$ cat src/rtl/sdram_stream_writer.sv
// Drains a 32-bit valid/ready stream into a circular SDRAM region through non-pipelined AHB-Lite writes.
// Define SDRAM_WR_TIMEOUT_EN to abort a beat whose data/address phase stalls for TIMEOUT_CYCLES.
module sdram_stream_writer_fifo #(
    parameter int AW = 3
) (
    input  logic          i_clk,
    input  logic          i_rst_n,
    input  logic          i_flush,
    input  logic          i_push,
    input  logic          i_pop,
    input  logic [31:0]   i_dat,
    output logic [31:0]   o_head,
    output logic [AW:0]   o_level
);
    logic [31:0]   r_mem [0:(2**AW)-1];
    logic [AW-1:0] r_wp;
    logic [AW-1:0] r_rp;
    logic [AW:0]   r_level;

    always_ff @(posedge i_clk or negedge i_rst_n) begin
        if (!i_rst_n) begin
            r_wp    <= '0;
            r_rp    <= '0;
            r_level <= '0;
        end else if (i_flush) begin
            r_wp    <= '0;
            r_rp    <= '0;
            r_level <= '0;
        end else begin
            if (i_push) r_wp <= r_wp + 1'b1;
            if (i_pop)  r_rp <= r_rp + 1'b1;
            case ({i_push, i_pop})
                2'b10:   r_level <= r_level + 1'b1;
                2'b01:   r_level <= r_level - 1'b1;
                default: r_level <= r_level;
            endcase
        end
    end

    always_ff @(posedge i_clk) begin
        if (i_push && !i_flush) r_mem[r_wp] <= i_dat;
    end

    assign o_head  = r_mem[r_rp];
    assign o_level = r_level;
endmodule

module sdram_stream_writer #(
    parameter logic [31:0] BASE_ADDR      = 32'h0000_0000,
    parameter int          REGION_WORDS   = 1024,
    parameter int          FIFO_AW        = 3,
    parameter int          TIMEOUT_CYCLES = 255
) (
    input  logic               HCLK,
    input  logic               HRESETN,
    input  logic               enable,
    input  logic               clear,
    input  logic               s_valid,
    input  logic [31:0]        s_data,
    output logic               s_ready,
    output logic [31:0]        HADDR,
    output logic [1:0]         HTRANS,
    output logic [2:0]         HSIZE,
    output logic               HWRITE,
    output logic [31:0]        HWDATA,
    input  logic               HREADY,
    input  logic [1:0]         HRESP,
    output logic [23:0]        wr_offset,
    output logic               wrapped,
    output logic               err,
    output logic               timeout,
    output logic [FIFO_AW:0]   fifo_level,
    output logic               busy
);
    typedef enum logic [1:0] {S_IDLE, S_ADDR, S_DATA, S_HALT} state_t;

    localparam logic [FIFO_AW:0] DEPTH    = (FIFO_AW+1)'(2**FIFO_AW);
    localparam logic [23:0]      LAST_OFF = 24'(REGION_WORDS - 1);
    localparam logic [1:0]       HT_IDLE  = 2'b00;
    localparam logic [1:0]       HT_NSEQ  = 2'b10;

    state_t      r_state, w_state_nxt;
    logic [23:0] r_off;
    logic        r_wrapped, r_err, r_clr_pend;
    logic [31:0] w_head;
    logic [FIFO_AW:0] w_level;
    logic        w_clr_req, w_clr_apply, w_start, w_addr_done;
    logic        w_beat_ok, w_beat_err, w_to_hit, w_pop, w_push, w_resp_ok;

    assign w_clr_req = clear | r_clr_pend;
    assign w_resp_ok = (HRESP == 2'b00);
    assign w_pop     = w_beat_ok | w_beat_err | w_to_hit;
    assign w_push    = s_valid & s_ready & ~w_clr_apply;

    sdram_stream_writer_fifo #(.AW(FIFO_AW)) u_fifo (
        .i_clk   (HCLK),
        .i_rst_n (HRESETN),
        .i_flush (w_clr_apply),
        .i_push  (w_push),
        .i_pop   (w_pop),
        .i_dat   (s_data),
        .o_head  (w_head),
        .o_level (w_level)
    );

    always_ff @(posedge HCLK or negedge HRESETN) begin
        if (!HRESETN) r_state <= S_IDLE;
        else          r_state <= w_state_nxt;
    end

    always_comb begin
        w_state_nxt = r_state;
        w_start     = 1'b0;
        w_addr_done = 1'b0;
        w_beat_ok   = 1'b0;
        w_beat_err  = 1'b0;
        w_clr_apply = 1'b0;
        case (r_state)
            S_IDLE: begin
                if (w_clr_req) begin
                    w_clr_apply = 1'b1;
                end else if (enable && (w_level != '0)) begin
                    w_start     = 1'b1;
                    w_state_nxt = S_ADDR;
                end
            end
            S_ADDR: begin
                if (w_to_hit) begin
                    w_state_nxt = S_HALT;
                end else if (HREADY) begin
                    w_addr_done = 1'b1;
                    w_state_nxt = S_DATA;
                end
            end
            S_DATA: begin
                if (w_to_hit) begin
                    w_state_nxt = S_HALT;
                end else if (HREADY && w_resp_ok) begin
                    w_beat_ok   = 1'b1;
                    w_state_nxt = S_IDLE;
                end else if (HREADY) begin
                    w_beat_err  = 1'b1;
                    w_state_nxt = S_HALT;
                end
            end
            default: begin
                if (w_clr_req) begin
                    w_clr_apply = 1'b1;
                    w_state_nxt = S_IDLE;
                end
            end
        endcase
    end

    always_ff @(posedge HCLK or negedge HRESETN) begin
        if (!HRESETN) begin
            HTRANS     <= HT_IDLE;
            HWRITE     <= 1'b0;
            HADDR      <= BASE_ADDR;
            HWDATA     <= '0;
            r_off      <= '0;
            r_wrapped  <= 1'b0;
            r_err      <= 1'b0;
            r_clr_pend <= 1'b0;
        end else begin
            if (w_clr_apply)  r_clr_pend <= 1'b0;
            else if (clear)   r_clr_pend <= 1'b1;
            if (w_start) begin
                HTRANS <= HT_NSEQ;
                HWRITE <= 1'b1;
                HADDR  <= BASE_ADDR + {6'd0, r_off, 2'b00};
            end
            if (w_addr_done || w_to_hit) begin
                HTRANS <= HT_IDLE;
                HWRITE <= 1'b0;
            end
            if (w_addr_done) HWDATA <= w_head;
            if (w_beat_ok) begin
                r_off <= (r_off == LAST_OFF) ? 24'd0 : r_off + 24'd1;
                if (r_off == LAST_OFF) r_wrapped <= 1'b1;
            end
            if (w_beat_err) r_err <= 1'b1;
            // An in-flight beat finishes first; clearing waits for IDLE/HALT.
            if (w_clr_apply) begin
                r_off     <= '0;
                r_wrapped <= 1'b0;
                r_err     <= 1'b0;
            end
        end
    end

`ifdef SDRAM_WR_TIMEOUT_EN
    localparam logic [15:0] TO_LAST = 16'(TIMEOUT_CYCLES - 1);
    logic [15:0] r_to_cnt;
    logic        r_timeout;
    logic        w_in_beat;

    assign w_in_beat = (r_state == S_ADDR) || (r_state == S_DATA);
    assign w_to_hit  = w_in_beat && !HREADY && (r_to_cnt == TO_LAST);

    always_ff @(posedge HCLK or negedge HRESETN) begin
        if (!HRESETN) begin
            r_to_cnt  <= '0;
            r_timeout <= 1'b0;
        end else begin
            if (w_clr_apply)   r_timeout <= 1'b0;
            else if (w_to_hit) r_timeout <= 1'b1;
            if (w_in_beat && !HREADY && !w_to_hit) r_to_cnt <= r_to_cnt + 16'd1;
            else                                   r_to_cnt <= '0;
        end
    end
    assign timeout = r_timeout;
`else
    assign w_to_hit = 1'b0;
    // The limit only has meaning when the stall timer is built in.
    assign timeout  = (TIMEOUT_CYCLES < 0);
`endif

    assign HSIZE      = 3'b010;
    assign s_ready    = HRESETN && (w_level != DEPTH);
    assign fifo_level = w_level;
    assign wr_offset  = r_off;
    assign wrapped    = r_wrapped;
    assign err        = r_err;
    assign busy       = (r_state != S_IDLE);
endmodule
$ cat config.mk
export PLATFORM = sky130hd
export DESIGN_NAME = sdram_stream_writer
export DESIGN_NICKNAME = d
export VERILOG_FILES = /design/src/rtl/sdram_stream_writer.sv
export SDC_FILE = /design/constraint.sdc
export NUM_CORES = 1
export LEC_CHECK = 0
export BUFFER_PORTS_ARGS = -buffer_cell sky130_fd_sc_hd__buf_4
export CAP_MARGIN = 0
export CORE_UTILIZATION = 44
export CTS_BUF_LIST = sky130_fd_sc_hd__clkbuf_8
export CTS_CLUSTER_DIAMETER = 40
export CTS_CLUSTER_SIZE = 20
export DETAILED_ROUTE_END_ITERATION = 8
export SYNTH_ARGS = -nofsm -noshare
export SYNTH_HDL_FRONTEND = slang
export SYNTH_SLANG_ARGS = --single-unit
export TNS_END_PERCENT = 100
$ cat constraint.sdc
create_clock -name HCLK -period 7.2 [get_ports HCLK]
set_input_delay 0.72 -clock HCLK [delete_from_list [all_inputs] [get_ports HCLK]]
set_output_delay 0.72 -clock HCLK [all_outputs]
set_load 0.03 [all_outputs]
Word level (Yosys, flattened, before mapping)
Memories as Yosys holds them, arrays and structs flattened. A register that Yosys moved wholly into a read port is not among the register bits.
Index checks and enable logic that the tools add are counted.
{"block": "totals", "n_memories": 1, "in_bits": 40, "register_bits": 66, "word_cells": 94, "out_inout_bits": 103, "ram_bits": 256}
{"name": "u_fifo.r_mem", "depth": 8, "word_bits": 32, "read_ports": 1, "rd_ports_with_merged_regs": 1, "write_ports": 1, "line_no": "15", "rtl": "logic [31:0] r_mem [0:(2**AW)-1];"}
{"block": "classes", "n_reduce_logical": 22, "addsub": 5, "n_eq_ne": 10, "bitwise_logic": 5, "mux": 40}
{"cell": "two-way mux 24 bit", "n": 3}
{"cell": "adder 24 x 1 -> 24 bit (second input constant)", "n": 1}
{"cell": "equality test 24 x 10 -> 1 bit (second input constant)", "n": 1}
{"cell": "two-way mux 1 bit", "n": 22}
{"cell": "two-way mux 2 bit", "n": 8}
{"cell": "nonzero test 2 bit", "n": 8}
{"cell": "two-way mux 3 bit", "n": 4}
{"cell": "case mux 4 bit (2 select lines)", "n": 1}
{"cell": "nonzero test 4 bit", "n": 2}
{"cell": "adder 3 x 1 -> 3 bit (second input constant)", "n": 2}
{"cell": "!= test 2 bit (second input constant)", "n": 3}
{"cell": "case mux 2 bit (3 select lines)", "n": 1}
{"cell": "AND reduction 5 bit", "n": 1}
{"cell": "adder 4 x 1 -> 4 bit (second input constant)", "n": 1}
{"cell": "equality test 2 x 1 -> 1 bit (second input constant)", "n": 2}
{"cell": "equality test 2 bit (second input constant)", "n": 2}
{"cell": "logical AND 1 bit", "n": 4}
{"cell": "logical NOT 2 bit", "n": 2}
{"cell": "two-way mux 4 bit", "n": 1}
{"cell": "!= test 4 bit (second input constant)", "n": 1}
{"cell": "subtractor 4 x 1 -> 4 bit (second input constant)", "n": 1}
{"cell": "!= test 3 bit (second input constant)", "n": 1}
{"cell": "nonzero test 3 bit", "n": 1}
{"cell": "bitwise AND 1 bit", "n": 2}
{"cell": "5 further kinds", "n": 7}

Longest topological paths before layout
{"block": "logic_depth", "word_depth": 8, "mapped_depth": 10, "mapped_depth_nobuf": 10}

Hierarchy
A second synthesis with hierarchy kept.
{"block": "unflattened", "cells_unflattened": 793, "area_unflattened_um2": 14286.2}
{"mod": "sdram_stream_writer_fifo", "instances": 1, "cells_per_inst": 442, "area_each_um2": 10284.9}
{"mod": "sdram_stream_writer", "instances": 1, "cells_per_inst": 351, "area_each_um2": 4001.3}

Least setup slack after synthesis
OpenSTA, ideal clock, no wires.
{"block": "synth_timing", "kind": "input to register", "from": "in clear", "to": "mem u_fifo.r_mem[0][0], enable pin", "arrival_ns": 3.657, "setup_ns": 0.461, "cell_stages": 4, "required_ns": 6.739, "setup_slack_ns": 3.082, "path_cell_list": "o21ba_2 > buf_2 > or3_1 > nor3_1"}
{"block": "synth_between", "elab_chain_cells": 8, "word_cells_on_any_way": 9}
{"element": "start, declared", "line_no": "57", "rtl": "input logic clear,"}
{"element": "OR 1 bit *", "line_no": "90", "rtl": "assign w_clr_req = clear | r_clr_pend;"}
{"element": "two-way mux 1 bit *", "line_no": "120, 147"}
{"element": "two-way mux 1 bit *"}
{"element": "inverter 1 bit", "line_no": "93", "rtl": "assign w_push = s_valid & s_ready & ~w_clr_apply;"}
{"element": "bitwise AND 1 bit", "line_no": "93"}
{"element": "logical AND 1 bit *", "line_no": "41", "rtl": "if (i_push && !i_flush) r_mem[r_wp] <= i_dat;"}
{"element": "two-way mux 1 bit *", "line_no": "41"}
{"element": "two-way mux 1 bit (not written as such) *", "line_no": "41"}
{"element": "end, declared", "line_no": "15"}
Every way passes the cells marked *; elsewhere a longest branch is shown, timed or not.

Final worst setup path
{"block": "layout_timing", "from": "reg r_state[0]", "to": "mem u_fifo.r_mem[2][28], enable pin"}
{"block": "layout_between", "elab_chain_cells": 8, "word_cells_on_any_way": 10}
{"element": "start, declared", "line_no": "82", "rtl": "state_t r_state, w_state_nxt;"}
{"element": "start signal, assigned", "line_no": "108", "rtl": "else r_state <= w_state_nxt;"}
{"element": "equality test 2 bit / equality test 2 x 1 -> 1 bit (equally long branches)", "line_no": "118", "rtl": "case (r_state)"}
{"element": "OR reduction 2 bit (no source line) *"}
{"element": "two-way mux 1 bit *"}
{"element": "inverter 1 bit", "line_no": "93"}
{"element": "bitwise AND 1 bit", "line_no": "93"}
{"element": "logical AND 1 bit *", "line_no": "41"}
{"element": "two-way mux 1 bit *", "line_no": "41"}
{"element": "two-way mux 1 bit (not written as such) *", "line_no": "41"}
Marks and branches as above.

==> results.txt <==
----------------------------------------------------
[Status]
  Outcome ... finished, final reports clean

[Cells and area]
  Net count reported at finish ... 993
  Finished Layout Cells ... 1,376
  Fraction of layout instances using a drive strength above 1 ... 34.3%
  Fill cell count ... 2,514
  Layout-stage area growth over the synthesis result ... 17.5%

[Clock network]
  Clock buffer count from CTS ... 45
  CTS H-tree lvls ... 2
  Post-CTS clock slew at the launch and capture registers of the worst setup and hold paths ... 100 ps
  Master cell of the clock root buffer ... clkbuf_8
  Number of gates resized after cts ... 0
  CTS tree ... yes
  Hold Buf Count CTS ... 0
  Clock buffer depth ... 3
  Sink count of the clock tree ... 352
  Setup repair bufs after CTS ... 0
  Clock latency on the worst-skew pair ... 580 ps

[Global route]
  Pin count of the biggest net entering global routing ... 67
  Wire length of the first global-routing pass ... 43,000 um
  Remaining global-route overflow ... 0
  Via count of the first global-routing pass ... 7,465
  Initial antenna violation count ... 1
  Total global routing track utilization ... 17.0%

[Setup path]
  Crit-path max cell delay ... 970 ps
  Sort of element at the start of the critical path ... flop
  First element of the critical path ... r_state[0]
  CP delay by family, top ... simple AND/OR/NAND/NOR gates
  Endpoint class of the critical path ... flop
  Peak fanout along the critical path ... 32
  Arrival time reported for the critical path endpoint ... 3290 ps
  Worst r2r src ... r_state[0]
  Data required time at the worst endpoint ... 7370 ps
  WS Path Type ... flop to flop
  CP max stage cell ... nor2_4
  Critical path cell sequence ... inv_1 > ha_1 > o21ba_2 > or3_1 > nor2_4
  Number of buffers and inverters on the critical path ... 1

[Routing]
  Initial DRC count ... 485
  Pre-antenna DRT Iters ... 7
  Per-cell routed wire length ... 19.7 um
  Aggregate routed wire length ... 27,100 um
  Via count normalized by instance count ... 5.43
  Post-route ant nets ... 0
  Remaining routing DRC violations ... 0
  Via Count ... 7,467

[Synth]
  Number of flip-flops and latches in the synthesized netlist ... 352
  Synthesized instance count ... 795
  Distinct cell type count after synthesis ... 54
  Synthesized area divided by synthesized cell count ... 17.6 um^2
  YS warnings ... 0
  Dominant register cell in the synthesized netlist ... edfxtp_1
  Register area share after synthesis ... 72.1%
  Async set or reset register ratio after synthesis ... 27.3%
  Number of enable flip-flop cells after synthesis ... 256
  Mapped cell area ... 0.0140 mm^2

[Timing]
  Worst rel slew slack ... 20.6%
  F_max ... 320 MHz
  Transition time of the tightest slew-check pin ... 1190 ps
  Setup TNS after final layout ... 0 ps
  Final setup violation count ... 0
  Unrepaired setup endpoints after global routing ... no
  Clock tree skew after final layout ... 29.1 ps
  Final number of max-transition violations ... 0
  Final-report hold violation count ... 0
  Fin crit share ... 43.4%
  Minimum clock period ... 3120 ps

[Floorplanning]
  Die span in y ... 180 um
  Top-Level Pins ... 143
  DIE AREA ... 0.0325 mm^2
  Core box area ... 0.0309 mm^2
  Floorplan die width ... 180 um
  Cell row count ... 64
  Initial Utilization ... 45.3%

[Placement]
  Port Buffers ... 129
  Detail Placement HPWL ... 16,100 um
  DP Cell Count ... 1,291
  Placer congestion estimate ... 0.771

[Flow run]
  Max-capacitance violation count ... 0

[Power]
  Peak VDD IR ... 0.230 mV
  Power per unit of standard cell area ... 335 mW/mm^2
  Leakage Power ... 5.92 nW

[Hold path]
  Class of the worst hold path ... input port to asynchronous set/reset pin

----------------------------------------------------
-- area by class of cell --
cell class / instances / area, um^2 / area share [%]
clock inverters: 35 / 399 / 2.43
repair buffers: 140 / 1050 / 6.39
diodes: 1 / 2.50 / 0.0152
clock buffers: 49 / 674 / 4.10
well taps: 396 / 495 / 3.01
flip-flops and latches: 352 / 10100 / 61.4
inverters: 7 / 26.3 / 0.160
multi-input cells: 396 / 3710 / 22.5
-- worst reg2reg max path, cell delays in order (launching register included) --
cell	delay [ps]
dfrtp_1	400
inv_1	100
ha_1	320
o21ba_2	340
or3_1	580
nor2_4	970
-- synthesized netlist by cell type (11+ instances only) --
| cell | number | area (um^2) |
|---|---|---|
| mux2_2 | 26 | 293 |
| o21ai_0 | 12 | 60.1 |
| a21oi_1 | 55 | 275 |
| dfrtp_1 | 96 | 2400 |
| buf_2 | 13 | 65.1 |
| mux2i_1 | 36 | 360 |
| edfxtp_1 | 256 | 7690 |
| nor2_1 | 56 | 210 |
| mux4_2 | 64 | 1440 |
| nand2_1 | 23 | 86.3 |
| buf_4 | 16 | 120 |
| clkbuf_1 | 19 | 71.3 |
| nand3_1 | 11 | 55.1 |
-- placed cells by master, fill, tap and decap left out, types with 5 or more instances in the layout --
| master | n |
|---|---|
| edfxtp_1 | 256 |
| buf_4 | 140 |
| dfrtp_1 | 93 |
| mux4_2 | 64 |
| a21oi_1 | 55 |
| nor2_1 | 50 |
| clkbuf_8 | 49 |
| mux2i_1 | 36 |
| mux2_2 | 26 |
| nand2_1 | 23 |
| conb_1 | 13 |
| o21ai_0 | 12 |
| nand3_1 | 11 |
| ha_1 | 10 |
| inv_1 | 9 |
| nand4_1 | 8 |
| xor2_1 | 7 |
| or3_1 | 6 |
| nor2_4 | 6 |
| o31ai_1 | 6 |
| or4_1 | 6 |
| clkinv_4 | 6 |
| clkinvlp_4 | 6 |
| inv_8 | 5 |
-- worst paths after layout --
check	cells after the start	to	slack [ps]
worst min-delay path	1	u_fifo.r_wp[1]	190
max in group asynchronous	2	u_fifo.r_rp[2]	5840
min in group HCLK	1	u_fifo.r_mem[6][8]	360
worst max register to register	5	u_fifo.r_mem[2][28]	4080
worst max-delay path	5	u_fifo.r_mem[2][28]	4080
worst min register to register	1	HADDR[12]	510
-- stage by stage --
| step | setup WS (ps) | power (mW) | hold WS (ps) | instance area (um^2) | utilization, % |
|---|---|---|---|---|---|
| finish | 4080 | 5.51 | 191 | 16500 | 53.2 |
| global route | 3880 | 5.78 | 224 | 16400 | 53.2 |
| CTS | 4030 | 5.58 | 190 | 16400 | 53.2 |
| detailed placement | 3750 | 3.91 | 494 | 15400 | 49.7 |
| global placement | 3840 | 3.90 | 488 | 15400 | 49.7 |
| floorplan | 3080 | 3.45 | 424 | 14000 | - |
-- sequential cells by signal, indices dropped and copies added (netlist names) --
name,count
HWDATA,32
wr_offset,24
u_fifo.o_level,4
wrapped,1
u_fifo.r_rp,3
r_state,2
HADDR,24
err,1
r_clr_pend,1
u_fifo.r_wp,3
HWRITE,1
u_fifo.r_mem,256
-- power by group --
group          switching [mW]  total, mW  leakage [nW]  internal [mW]
logic                   0.777       1.32          1.85          0.542
clock network           0.880       1.66         0.530          0.785
registers               0.136       2.52          3.53           2.39
total                    1.79       5.51          5.92           3.71
-- metal layers --
metal | vias to the layer above | track usage, % | share of wire (%)
met5 | - | 0 | 0
met4 | 0 | 4.85 | 2.1
met3 | 48 | 3.01 | 4.8
met2 | 214 | 27.0 | 48
met1 | 3814 | 24.1 | 45
li1 | 3391 | - | -
-- cell families (layout without fill, tap and decap cells) --
family	after synthesis	after routing	synth area share [%]
flip-flops	352	352	72.1
AND/OR/NAND/NOR	145	145	5.34
multiplexers	126	126	15.0
AO/OA/AOI/OAI	91	91	3.76
buffers and inverters	58	231	2.15
adder cells (fa/ha/maj)	11	11	1.04
XOR/XNOR	10	10	0.626
other	2	14	0.0536
Note: power is estimated with default switching activity, not from simulation.
